<file path="config.mk">
export PLATFORM = sky130hd
export DESIGN_NAME = alu_rmw_sequencer_flat
export DESIGN_NICKNAME = d
export VERILOG_FILES = /design/src/rtl/alu_rmw_if.sv /design/src/rtl/alu_rmw_sequencer.sv /design/src/flat_wrapper.sv
export SDC_FILE = /design/constraint.sdc
export NUM_CORES = 1
export LEC_CHECK = 0
export CAP_MARGIN = 20
export CORE_MARGIN = 2
export CORE_UTILIZATION = 34
export CTS_CLUSTER_DIAMETER = 150
export DETAILED_ROUTE_END_ITERATION = 8
export GPL_TIMING_DRIVEN = 1
export MAX_ROUTING_LAYER = met4
export PLACE_DENSITY = 0.76
export SLEW_MARGIN = 10
export SYNTH_ARGS = -nofsm -noshare
export SYNTH_HDL_FRONTEND = slang
export SYNTH_SLANG_ARGS = --single-unit
</file>
<file path="constraint.sdc">
create_clock -name clk -period 1.5 [get_ports clk]
set_clock_uncertainty 0.1 [all_clocks]
set_input_delay 0.3 -clock clk [delete_from_list [all_inputs] [get_ports clk]]
set_output_delay 0.3 -clock clk [all_outputs]
set_load 0.02 [all_outputs]
</file>
<file path="src/rtl/alu_rmw_if.sv">
// alu_rmw_if: request handshake and memory bus between the decoder/bus side and the RMW sequencer
//   start/op/addr   request from the decoder (op/addr latched on an accepted start)
//   busy/done       sequencer status back to the decoder
//   bus_addr/bus_rw memory address and direction (1 = read, 0 = write)
//   bus_data_in     read data from memory
//   bus_data_out    write data to memory
//   master = environment side, slave = sequencer side
interface alu_rmw_if;
    logic        start;
    logic [2:0]  op;
    logic [15:0] addr;
    logic        busy;
    logic        done;
    logic [15:0] bus_addr;
    logic        bus_rw;
    logic [7:0]  bus_data_in;
    logic [7:0]  bus_data_out;
    modport master (output start, op, addr, bus_data_in, input busy, done, bus_addr, bus_rw, bus_data_out);
    modport slave  (input start, op, addr, bus_data_in, output busy, done, bus_addr, bus_rw, bus_data_out);
endinterface

</file>
<file path="src/rtl/alu_rmw_sequencer.sv">
// alu_rmw_sequencer: 6502 read-modify-write sequencer (read, dummy write, result write) around an external ALU
//   clk, rst_n            clock and synchronous active-low reset
//   bus                   request handshake + memory bus (alu_rmw_if.slave)
//   alu_op_o/alu_a/alu_b  operands to the ALU (alu_b is always 0)
//   alu_result/alu_flags  ALU outputs
//   flags_we/mask/out     C/Z/N update for the status register, valid in the WRITE cycle
//   result                last ALU result, held until the next operation
module alu_rmw_sequencer (
    input  logic       clk,
    input  logic       rst_n,
    alu_rmw_if.slave   bus,
    output logic [2:0] alu_op_o,
    output logic [7:0] alu_a,
    output logic [7:0] alu_b,
    input  logic [7:0] alu_result,
    input  logic [7:0] alu_flags,
    output logic       flags_we,
    output logic [7:0] flags_mask,
    output logic [7:0] flags_out,
    output logic [7:0] result
);
    localparam int CARRY_FLAG    = 0;
    localparam int ZERO_FLAG     = 1;
    localparam int NEGATIVE_FLAG = 7;

    typedef enum logic [1:0] {IDLE, READ, DUMMY, WRITE} state_t;

    state_t      state, nxt;
    logic [2:0]  op_q;
    logic [15:0] addr_q;
    logic [7:0]  operand;
    logic [7:0]  result_q;
    logic        c_q, z_q, n_q;

    // only C and N are taken from the ALU; the remaining flag bits are dropped
    logic unused_alu_flags;
    assign unused_alu_flags = ^alu_flags[6:1];

    always_ff @(posedge clk) begin
        if (!rst_n) begin
            state    <= IDLE;
            op_q     <= '0;
            addr_q   <= '0;
            operand  <= '0;
            result_q <= '0;
            c_q      <= 1'b0;
            z_q      <= 1'b0;
            n_q      <= 1'b0;
        end else begin
            state <= nxt;
            if (state == IDLE && bus.start) begin
                op_q   <= bus.op;
                addr_q <= bus.addr;
            end
            if (state == READ)
                operand <= bus.bus_data_in;
            if (state == DUMMY) begin
                result_q <= alu_result;
                c_q      <= alu_flags[CARRY_FLAG];
                n_q      <= alu_flags[NEGATIVE_FLAG];
                // Z is derived locally rather than trusted from the ALU
                z_q      <= (alu_result == 8'h00);
            end
        end
    end

    always_comb begin
        nxt = state;
        nxt = (state == IDLE)  ? (bus.start ? READ : IDLE) :
              (state == READ)  ? DUMMY :
              (state == DUMMY) ? WRITE : IDLE;
    end

    always_comb begin
        flags_mask = '0;
        flags_out  = '0;
        if (state == WRITE) begin
            flags_mask[CARRY_FLAG]    = 1'b1;
            flags_mask[ZERO_FLAG]     = 1'b1;
            flags_mask[NEGATIVE_FLAG] = 1'b1;
            flags_out[CARRY_FLAG]     = c_q;
            flags_out[ZERO_FLAG]      = z_q;
            flags_out[NEGATIVE_FLAG]  = n_q;
        end
    end

    assign bus.busy         = (state != IDLE);
    assign bus.done         = (state == WRITE);
    assign bus.bus_rw       = !(state == DUMMY || state == WRITE);
    assign bus.bus_addr     = addr_q;
    assign bus.bus_data_out = (state == WRITE) ? result_q : operand;
    assign alu_op_o         = op_q;
    assign alu_a            = operand;
    assign alu_b            = 8'h00;
    assign flags_we         = (state == WRITE);
    assign result           = result_q;
endmodule

</file>
<file path="src/flat_wrapper.sv">
// flat-port wrapper written by rule: the top's interface ports become plain ports
module alu_rmw_sequencer_flat 
  (clk, rst_n, alu_op_o, alu_a, alu_b, alu_result, alu_flags, flags_we, flags_mask, flags_out, result, bus_start, bus_op, bus_addr, bus_bus_data_in, bus_busy, bus_done, bus_bus_addr, bus_bus_rw, bus_bus_data_out);
  alu_rmw_if bus_i ();
  input  logic clk;
  input  logic rst_n;
  output logic [2:0] alu_op_o;
  output logic [7:0] alu_a;
  output logic [7:0] alu_b;
  input  logic [7:0] alu_result;
  input  logic [7:0] alu_flags;
  output logic flags_we;
  output logic [7:0] flags_mask;
  output logic [7:0] flags_out;
  output logic [7:0] result;
  input wire logic [$bits(bus_i.start)-1:0] bus_start;
  input wire logic [$bits(bus_i.op)-1:0] bus_op;
  input wire logic [$bits(bus_i.addr)-1:0] bus_addr;
  input wire logic [$bits(bus_i.bus_data_in)-1:0] bus_bus_data_in;
  output wire logic [$bits(bus_i.busy)-1:0] bus_busy;
  output wire logic [$bits(bus_i.done)-1:0] bus_done;
  output wire logic [$bits(bus_i.bus_addr)-1:0] bus_bus_addr;
  output wire logic [$bits(bus_i.bus_rw)-1:0] bus_bus_rw;
  output wire logic [$bits(bus_i.bus_data_out)-1:0] bus_bus_data_out;
  assign bus_i.start = bus_start;
  assign bus_i.op = bus_op;
  assign bus_i.addr = bus_addr;
  assign bus_i.bus_data_in = bus_bus_data_in;
  assign bus_busy = bus_i.busy;
  assign bus_done = bus_i.done;
  assign bus_bus_addr = bus_i.bus_addr;
  assign bus_bus_rw = bus_i.bus_rw;
  assign bus_bus_data_out = bus_i.bus_data_out;
  alu_rmw_sequencer u_core (.clk(clk), .rst_n(rst_n), .bus(bus_i), .alu_op_o(alu_op_o), .alu_a(alu_a), .alu_b(alu_b), .alu_result(alu_result), .alu_flags(alu_flags), .flags_we(flags_we), .flags_mask(flags_mask), .flags_out(flags_out), .result(result));
endmodule
</file>
; ---- Word level (Yosys, flattened, before mapping)
; Cells that the tools add are included.
[classes]
n_addsub = 0
mul = 0
n_div = 0
n_lt_le_gt_ge = 0
eq_ne = 3
shifts = 0
mux = 9
n_bitwise = 0
reduce_logical = 6
[ops]
columns = cell, count
row1 = two-way mux 2 bit, 5
row2 = logical NOT 8 bit, 1
row3 = two-way mux 8 bit, 1
row4 = equality test 2 bit (second input constant), 2
row5 = two-way mux 1 bit, 3
row6 = equality test 2 x 1 -> 1 bit (second input constant), 1
row7 = logical NOT 2 bit, 1
row8 = nonzero test 2 bit, 1
row9 = logical AND 1 bit, 1
row10 = logical NOT 1 bit, 1
row11 = logical OR 1 bit, 1
[totals]
regBits = 40
latchBits = 0
ramBits = 0
mem_bits_ro = 0
input_bits = 46
out_inout_bits = 71
elab_cells = 26
n_memories = 0

; ---- Longest topological paths before layout
; Gate-level depths: netlist (run 1).
[depth]
depth_word = 4
mapped_depth = 5
depth_no_buf = 4

; ---- Worst setup path after synthesis (run 1)
; No wires, ideal clock.
[synth_timing]
kind = reg-to-output
start = register u_core.state[1]
end = output port bus_bus_data_out[0]
arrival_ns = 1.385
t_required_ns = 1.100
setup_slack_ns = -0.285
stages_incl_launch_ff = 4
n_path_buf = 1
path_cell_list = dfxtp_1 > ha_1 > buf_2 > mux2_2
[synth_between]
elab_chain_cells = 2
[synth_lines]
columns = item, line
row1 = from (decl), alu_rmw_sequencer.sv:28  ; state_t state, nxt;
row2 = from (signal assigned), alu_rmw_sequencer.sv:50  ; state <= nxt;
row3 = equality test 2 bit, n/a
row4 = via bus_done, flat_wrapper.sv:21  ; output wire logic [$bits(bus_i.done)-1:0] bus_done;
row5 = two-way mux 8 bit, alu_rmw_sequencer.sv:91  ; assign bus.bus_data_out = (state == WRITE) ? result_q : operand;
row6 = to (decl), flat_wrapper.sv:24  ; output wire logic [$bits(bus_i.bus_data_out)-1:0] bus_bus_data_out;
; The timed path passes the listed nets, and every way through them passes these cells.

; ---- Worst setup path after layout (run 1)
[layout_timing]
start = register u_core.state[0]
end = output port bus_bus_data_out[4]
[layout_between]
elab_chain_cells = 2
[layout_lines]
columns = item, line
row1 = equality test 2 bit, alu_rmw_sequencer.sv:91
row2 = two-way mux 8 bit, alu_rmw_sequencer.sv:91
; No other way between the ends.

==> flow_metrics.env, run 1 <==
export IMPL_period_share_pct=119
export IMPL_gp_congestion=0.723
export IMPL_grt_max_degree=40
export IMPL_synth_async_sr_flop_share_pct=0
export IMPL_die_w_um=81.0
export IMPL_fp_dieArea_um2=6550
export IMPL_clk_pin_slew_ps=70
export IMPL_netlist_area_um2=2010
export IMPL_postSynthCellCount=199
export IMPL_synth_xor_area_share_pct=0
export IMPL_cts_hold_buf=0
export IMPL_area_growth_pct=73.4
export IMPL_pre_cts_ws_ps=-393
export IMPL_crit_path_end_kind="output port"
export IMPL_first_pass_iters=4
export IMPL_cpLargestDelayFamily="flip-flops"
export IMPL_cp_arrival_ps=1390
export IMPL_core_um2=5820
export IMPL_synth_edf_count=0
export IMPL_synth_top_family_by_area="compound AO/OA/AOI/OAI gates"
export IMPL_insertion_delay_ps=290
export IMPL_finalWorstSetupSlack_ps=-289
export IMPL_ys_warn_count=0
export IMPL_crit_top_cell="buf_6"
export IMPL_critical_path_buf_inv_count=2
export IMPL_synth_simple_gate_area_share_pct=14.4
export IMPL_wl_per_cell_um=14.0
export IMPL_cp_required_ps=1100
export IMPL_critPathKind="reg -> out"
export IMPL_p_leak_uw=0.00159
export IMPL_antenna_found_initial=0
export IMPL_grt_pass1_wl_um=7770
export IMPL_route_antenna_remaining_nets=0
export IMPL_synth_area_top_cells="dfxtp_1, mux2i_1, buf_4"
export IMPL_fmax_mhz=559
export IMPL_drv_slew=0
export IMPL_ir_drop_mv=0.424
export IMPL_critPathSlowestCell="dfxtp_4"
export IMPL_synthDistinctLibCells=21
export IMPL_status="finished, violations left"
export IMPL_grt_pass1_vias=1697
export IMPL_drt_total_wl_um=5500
export IMPL_min_delay_path_class="reg -> reg"
export IMPL_avgViaCountPerCell=4.53
export IMPL_ys_seq_area_share_pct=39.8
export IMPL_root_buffer="clkbuf_8"
export IMPL_muxShareOfSynthArea_pct=13.9
export IMPL_final_area_um2=3490
export IMPL_grt_ovfl_total=0
export IMPL_drt_initial_drc_count=46
export IMPL_cpPeakStageDelay_ps=360
export IMPL_num_rows=28
export IMPL_tritoncts="yes"
export IMPL_synth_top_area_share_pct=39.8
export IMPL_portBuffers=92
export IMPL_crit_path_start_kind="flip-flop"
export IMPL_hold_viol=0
export IMPL_worstPathCellList="ha_4 > buf_6 > mux2_4 > buf_6"
export IMPL_diodes=0
export IMPL_setup_viol_count_final=40
export IMPL_cp_max_fo=5
export IMPL_synth_compound_area_share_pct=14.7
export IMPL_dp_hpwl_um=3440
export IMPL_drive_gt1_share_pct=30.8
export IMPL_clock_path_buffers=2
export IMPL_synthFlopType="dfxtp_1"
export IMPL_drv_cap=0
export IMPL_nets=369
export IMPL_placed_area_um2=3040
export IMPL_syn_area_per_cell_um2=10.1
export IMPL_period_minus_slack_ps=1790
export IMPL_synth_common_cells="dfxtp_1, buf_4, and3_1"
export IMPL_htree_levels=2
export IMPL_start_util_pct=34.6
export IMPL_dieHeight_um=81.0
export IMPL_io_pins=117
export IMPL_cts_buffers=5
export IMPL_rsz0062_at_grt="yes"
export IMPL_synthAdderAreaFrac_pct=3.73
export IMPL_synth_largest_area_cell="dfxtp_1"
export IMPL_violations="negative setup slack"
export IMPL_vias=1779
export IMPL_grtUsageTotal_pct=15.8
export IMPL_drc=0
export IMPL_synth_seq_cells=40
export IMPL_power_density_nw_per_um2=716
export IMPL_cts_sinks=40
export IMPL_yosysMostFrequentCell="dfxtp_1"
registers in the layout, indices dropped and copies added, names as in the netlist:
signal / cells
u_core.bus.bus_addr: 16
u_core.alu_a: 8
u_core.result: 8
u_core.alu_op_o: 3
u_core.state: 2
u_core.c_q: 1
u_core.n_q: 1
u_core.z_q: 1
timing repair:
item / CTS / global route
pin swaps: 3 / 7
setup buffers: 9 / 4
gates cloned: 0 / 5
gates resized for setup: 170 / 42
setup endpoints to repair: 82 / 60
layer usage:
| metal | GRT usage (%) | wire length, um | up-vias |
|---|---|---|---|
| met1 | 17.9 | 2380 | 831 |
| li1 | - | - | 881 |
| met3 | 4.33 | 317 | 6 |
| met5 | - | 0 | - |
| met2 | 26.6 | 2740 | 61 |
| met4 | 5.93 | 60 | 0 |
path summary, 6_finish.rpt:
kind / endpoint / start / cells after the start / slack, ps
max: bus_bus_data_out[4] / u_core.state[0] / 4 / -290
min: u_core.c_q / u_core.c_q / 2 / 440
max reg2reg: u_core.alu_a[4] / u_core.state[1] / 7 / -190
min reg2reg: u_core.c_q / u_core.c_q / 2 / 440
report_power, final:
group          switching [uW]  total (uW)  internal, uW
registers                24.3        1130          1110
logic                     287         626           339
clock network             366         741           375
cell type report:
class / count / area, um2
fillers: 511 / 2320
flip-flops and latches: 40 / 806
well taps: 75 / 93.8
inverters: 3 / 16.3
repair buffers: 131 / 1350
clock buffers: 8 / 90.1
multi-input cells: 136 / 1140
metrics by stage:
| stage | instances | TNS (ps) | hold slack, ps | power (uW) | utilization, % |
|---|---|---|---|---|---|
| 2_1_floorplan | 216 | -46.1 | 369 | 1480 | - |
| 3_3_place_gp | 368 | -6790 | 390 | 1700 | 52.3 |
| 3_5_place_dp | 368 | -7950 | 409 | 1710 | 52.3 |
| 4_1_cts | 385 | -5970 | 431 | 2440 | 56.6 |
| 5_1_grt | 393 | -8990 | 462 | 2620 | 60.0 |
| 6_report | 393 | -6570 | 436 | 2500 | 60.0 |
worst reg2reg max path: cells and delay by family, from the launching register on:
kind | cells | cell delay, ps
buffers and inverters | 4 | 420
adders and majority gates | 1 | 350
DFF | 1 | 340
muxes | 1 | 290
and+or+nand+nor | 1 | 80
cell usage in the layout (no fill, tap or decap), types with 3 or more instances in the layout:
cell type,Yosys,layout
nor2b_1,19,19
o21a_1,19,19
a21boi_2,0,8
buf_4,23,22
dfxtp_1,40,38
buf_8,0,4
dlygate4sd2_1,0,24
mux2_4,0,8
buf_12,0,4
clkdlybuf4s15_1,0,8
clkdlybuf4s50_1,0,39
clkbuf_2,1,3
conb_1,1,18
clkbuf_8,0,6
ha_4,0,4
mux2i_1,19,18
buf_6,3,24
clkbuf_16,0,3
a21boi_1,10,6
and3_1,20,20
and2_4,0,3
a21boi_0,9,5
cells by family after synthesis:
kind of cell    after synthesis
simple gates                 46
buf+inv                      40
flops                        40
compound gates               39
mux                          27
fa+ha+maj                     6
other cells                   1
Power figures use the tool's default switching activity.
==> run 2, diff against run 1 <==
==> constraint.sdc (replaced) <==
create_clock -name clk -period 1.5 [get_ports clk]
set_clock_uncertainty 0.1 [all_clocks]
set_input_delay 0.3 -clock clk [delete_from_list [all_inputs] [get_ports clk]]
set_output_delay 0.3 -clock clk [all_outputs]
set_load 0.1 [all_outputs]
==> run 2 against run 1 <==
Compared with the run above:
- the flow still finishes with violations (negative setup slack)
- first-iteration DRC count down 63%
- critical endpoint unchanged
- sequential share of layout area down 2.0 points
- die area unchanged
- clock-buffer cell count down 2
- setup slack worse by 49 ps
- utilization up 7.4 points
==> flow_metrics.env, run 2 (same netlist as run 1, synthesis figures left out) <==
export IMPL_status="finished, violations left"
export IMPL_violations="negative setup slack"
export IMPL_placed_area_um2=3560
export IMPL_p_sw_share_pct=38.2
export IMPL_r2r_start="u_core.state[0]"
export IMPL_final_area_um2=3920
export IMPL_num_rows=28
export IMPL_grt_pass1_vias=1675
export IMPL_setup_viol_count_final=19
export IMPL_cts_buffers=5
export IMPL_clock_path_buffers=2
export IMPL_drv_cap=0
export IMPL_antenna_found_initial=0
export IMPL_crit_path_start_kind="flip-flop"
export IMPL_cp_required_ps=1100
export IMPL_fp_dieArea_um2=6550
export IMPL_first_pass_iters=4
export IMPL_grtUsageTotal_pct=16.9
export IMPL_gp_congestion=0.703
export IMPL_min_delay_path_class="reg -> reg"
export IMPL_power_switching_uw=1210
export IMPL_die_w_um=81.0
export IMPL_p_clk_share_pct=23.3
export IMPL_tritoncts="yes"
export IMPL_hold_viol=0
export IMPL_p_leak_uw=0.00157
export IMPL_io_pins=117
export IMPL_drt_total_wl_um=5370
export IMPL_portBuffers=92
export IMPL_worstSetupStartpoint="u_core.state[1]"
export IMPL_power_density_nw_per_um2=806
export IMPL_timing_hold_ws_ps=431
export IMPL_rsz0062_at_grt="yes"
export IMPL_p_int_uw=1950
export IMPL_drv_slew=0
export IMPL_cp_arrival_ps=1440
export IMPL_fin_cells=374
export IMPL_ir_drop_mv=0.415
export IMPL_power_frac_comb_pct=40.0
export IMPL_cts_sinks=40
export IMPL_grt_max_degree=40
export IMPL_area_growth_pct=94.8
export IMPL_avgViaCountPerCell=4.58
export IMPL_nets=350
export IMPL_dp_hpwl_um=3930
export IMPL_root_buffer="clkbuf_8"
export IMPL_finalSetupTns_ps=-4820
export IMPL_crit_path_end_kind="output port"
export IMPL_period_share_pct=123
export IMPL_seqPwrFrac_pct=36.7
export IMPL_final_util_pct=67.4
export IMPL_core_um2=5820
export IMPL_cp_max_fo=4
export IMPL_start_util_pct=34.6
export IMPL_largest_register_ffs=16
export IMPL_insertion_delay_ps=280
export IMPL_drive_gt1_share_pct=44.1
export IMPL_fmax_mhz=544
export IMPL_finalWorstSetupSlack_ps=-338
export IMPL_dp_cells=358
export IMPL_layout_common_cells="buf_12, clkdlybuf4s50_1, dfxtp_1"
export IMPL_htree_levels=2
export IMPL_diodes=0
export IMPL_min_from="u_core.n_q"
export IMPL_drc=0
export IMPL_clk_pin_slew_ps=80
export IMPL_layout_commonest_cell="buf_12"
export IMPL_grt_pass1_wl_um=8220
export IMPL_wl_per_cell_um=14.4
export IMPL_drt_initial_drc_count=17
export IMPL_grt_ovfl_total=0
export IMPL_dieHeight_um=81.0
export IMPL_period_minus_slack_ps=1840
export IMPL_critPathKind="reg -> out"
export IMPL_vias=1713
export IMPL_route_antenna_remaining_nets=0
[run 2: final cells by class]
type                            instances  area [um2]
Tap cell                               75        93.8
Clock buffer                            6        82.6
Fill cell                             442        1890
Timing Repair Buffer                  112        1710
Clock inverter                          2        10.0
Multi-Input combinational cell        136        1180
Sequential cell                        40         828
Inverter                                3        20.0
[run 2: repair_timing]
item	in CTS	in global routing
gates resized for setup	13	31
endpoints found under the hold margin	0	0
cloned	0	2
setup endpoints to repair	26	40
pin swaps	2	13
hold buffers	0	0
setup buffers	5	1
[run 2: path summary, 6_finish.rpt]
check        slack [ps]  depth (start not counted)                      to
max                -340                          4     bus_bus_data_out[4]
min                 430                          2              u_core.n_q
max reg2reg           0                          7  u_core.bus.bus_addr[3]
min reg2reg         430                          2              u_core.n_q
[run 2: layer usage]
layer	vias to the layer above	GRT usage [%]	part of all wire (%)	wire length, um
met4	0	4.07	0.47	25
met2	80	29.8	51	2740
met5	-	-	0	0
met3	2	6.33	10	539
met1	790	18.0	38	2070
li1	841	-	-	-
[run 2: per-stage QoR]
stage	worst slack [ps]	total power (uW)
after floorplan	-257	1990
after global placement	-26.8	2360
after detailed placement	-69.8	2380
after CTS	-343	3140
after global routing	-376	3280
final	-338	3160
[run 2: critical path, cell delays in order (launching register included)]
cell and delay [ps]:
dfxtp_4 370, ha_4 170, buf_6 130, mux2_4 310, buf_12 170
[run 2: power groups by stage]
stage,logic (uW),registers [uW],clock network (uW)
3_5_place_dp,1190,1190,0
2_1_floorplan,517,1480,0
6_report,1260,1160,737
4_1_cts,1200,1160,774
3_3_place_gp,1180,1180,0
5_1_grt,1310,1170,806
==> run 3, diff against run 2 <==
- CAP_MARGIN: 20 -> unset
- SLEW_MARGIN: 10 -> 40
==> results of run 3 <==
Same layout as run 2: the final DEF is identical, and so are final timing and power.
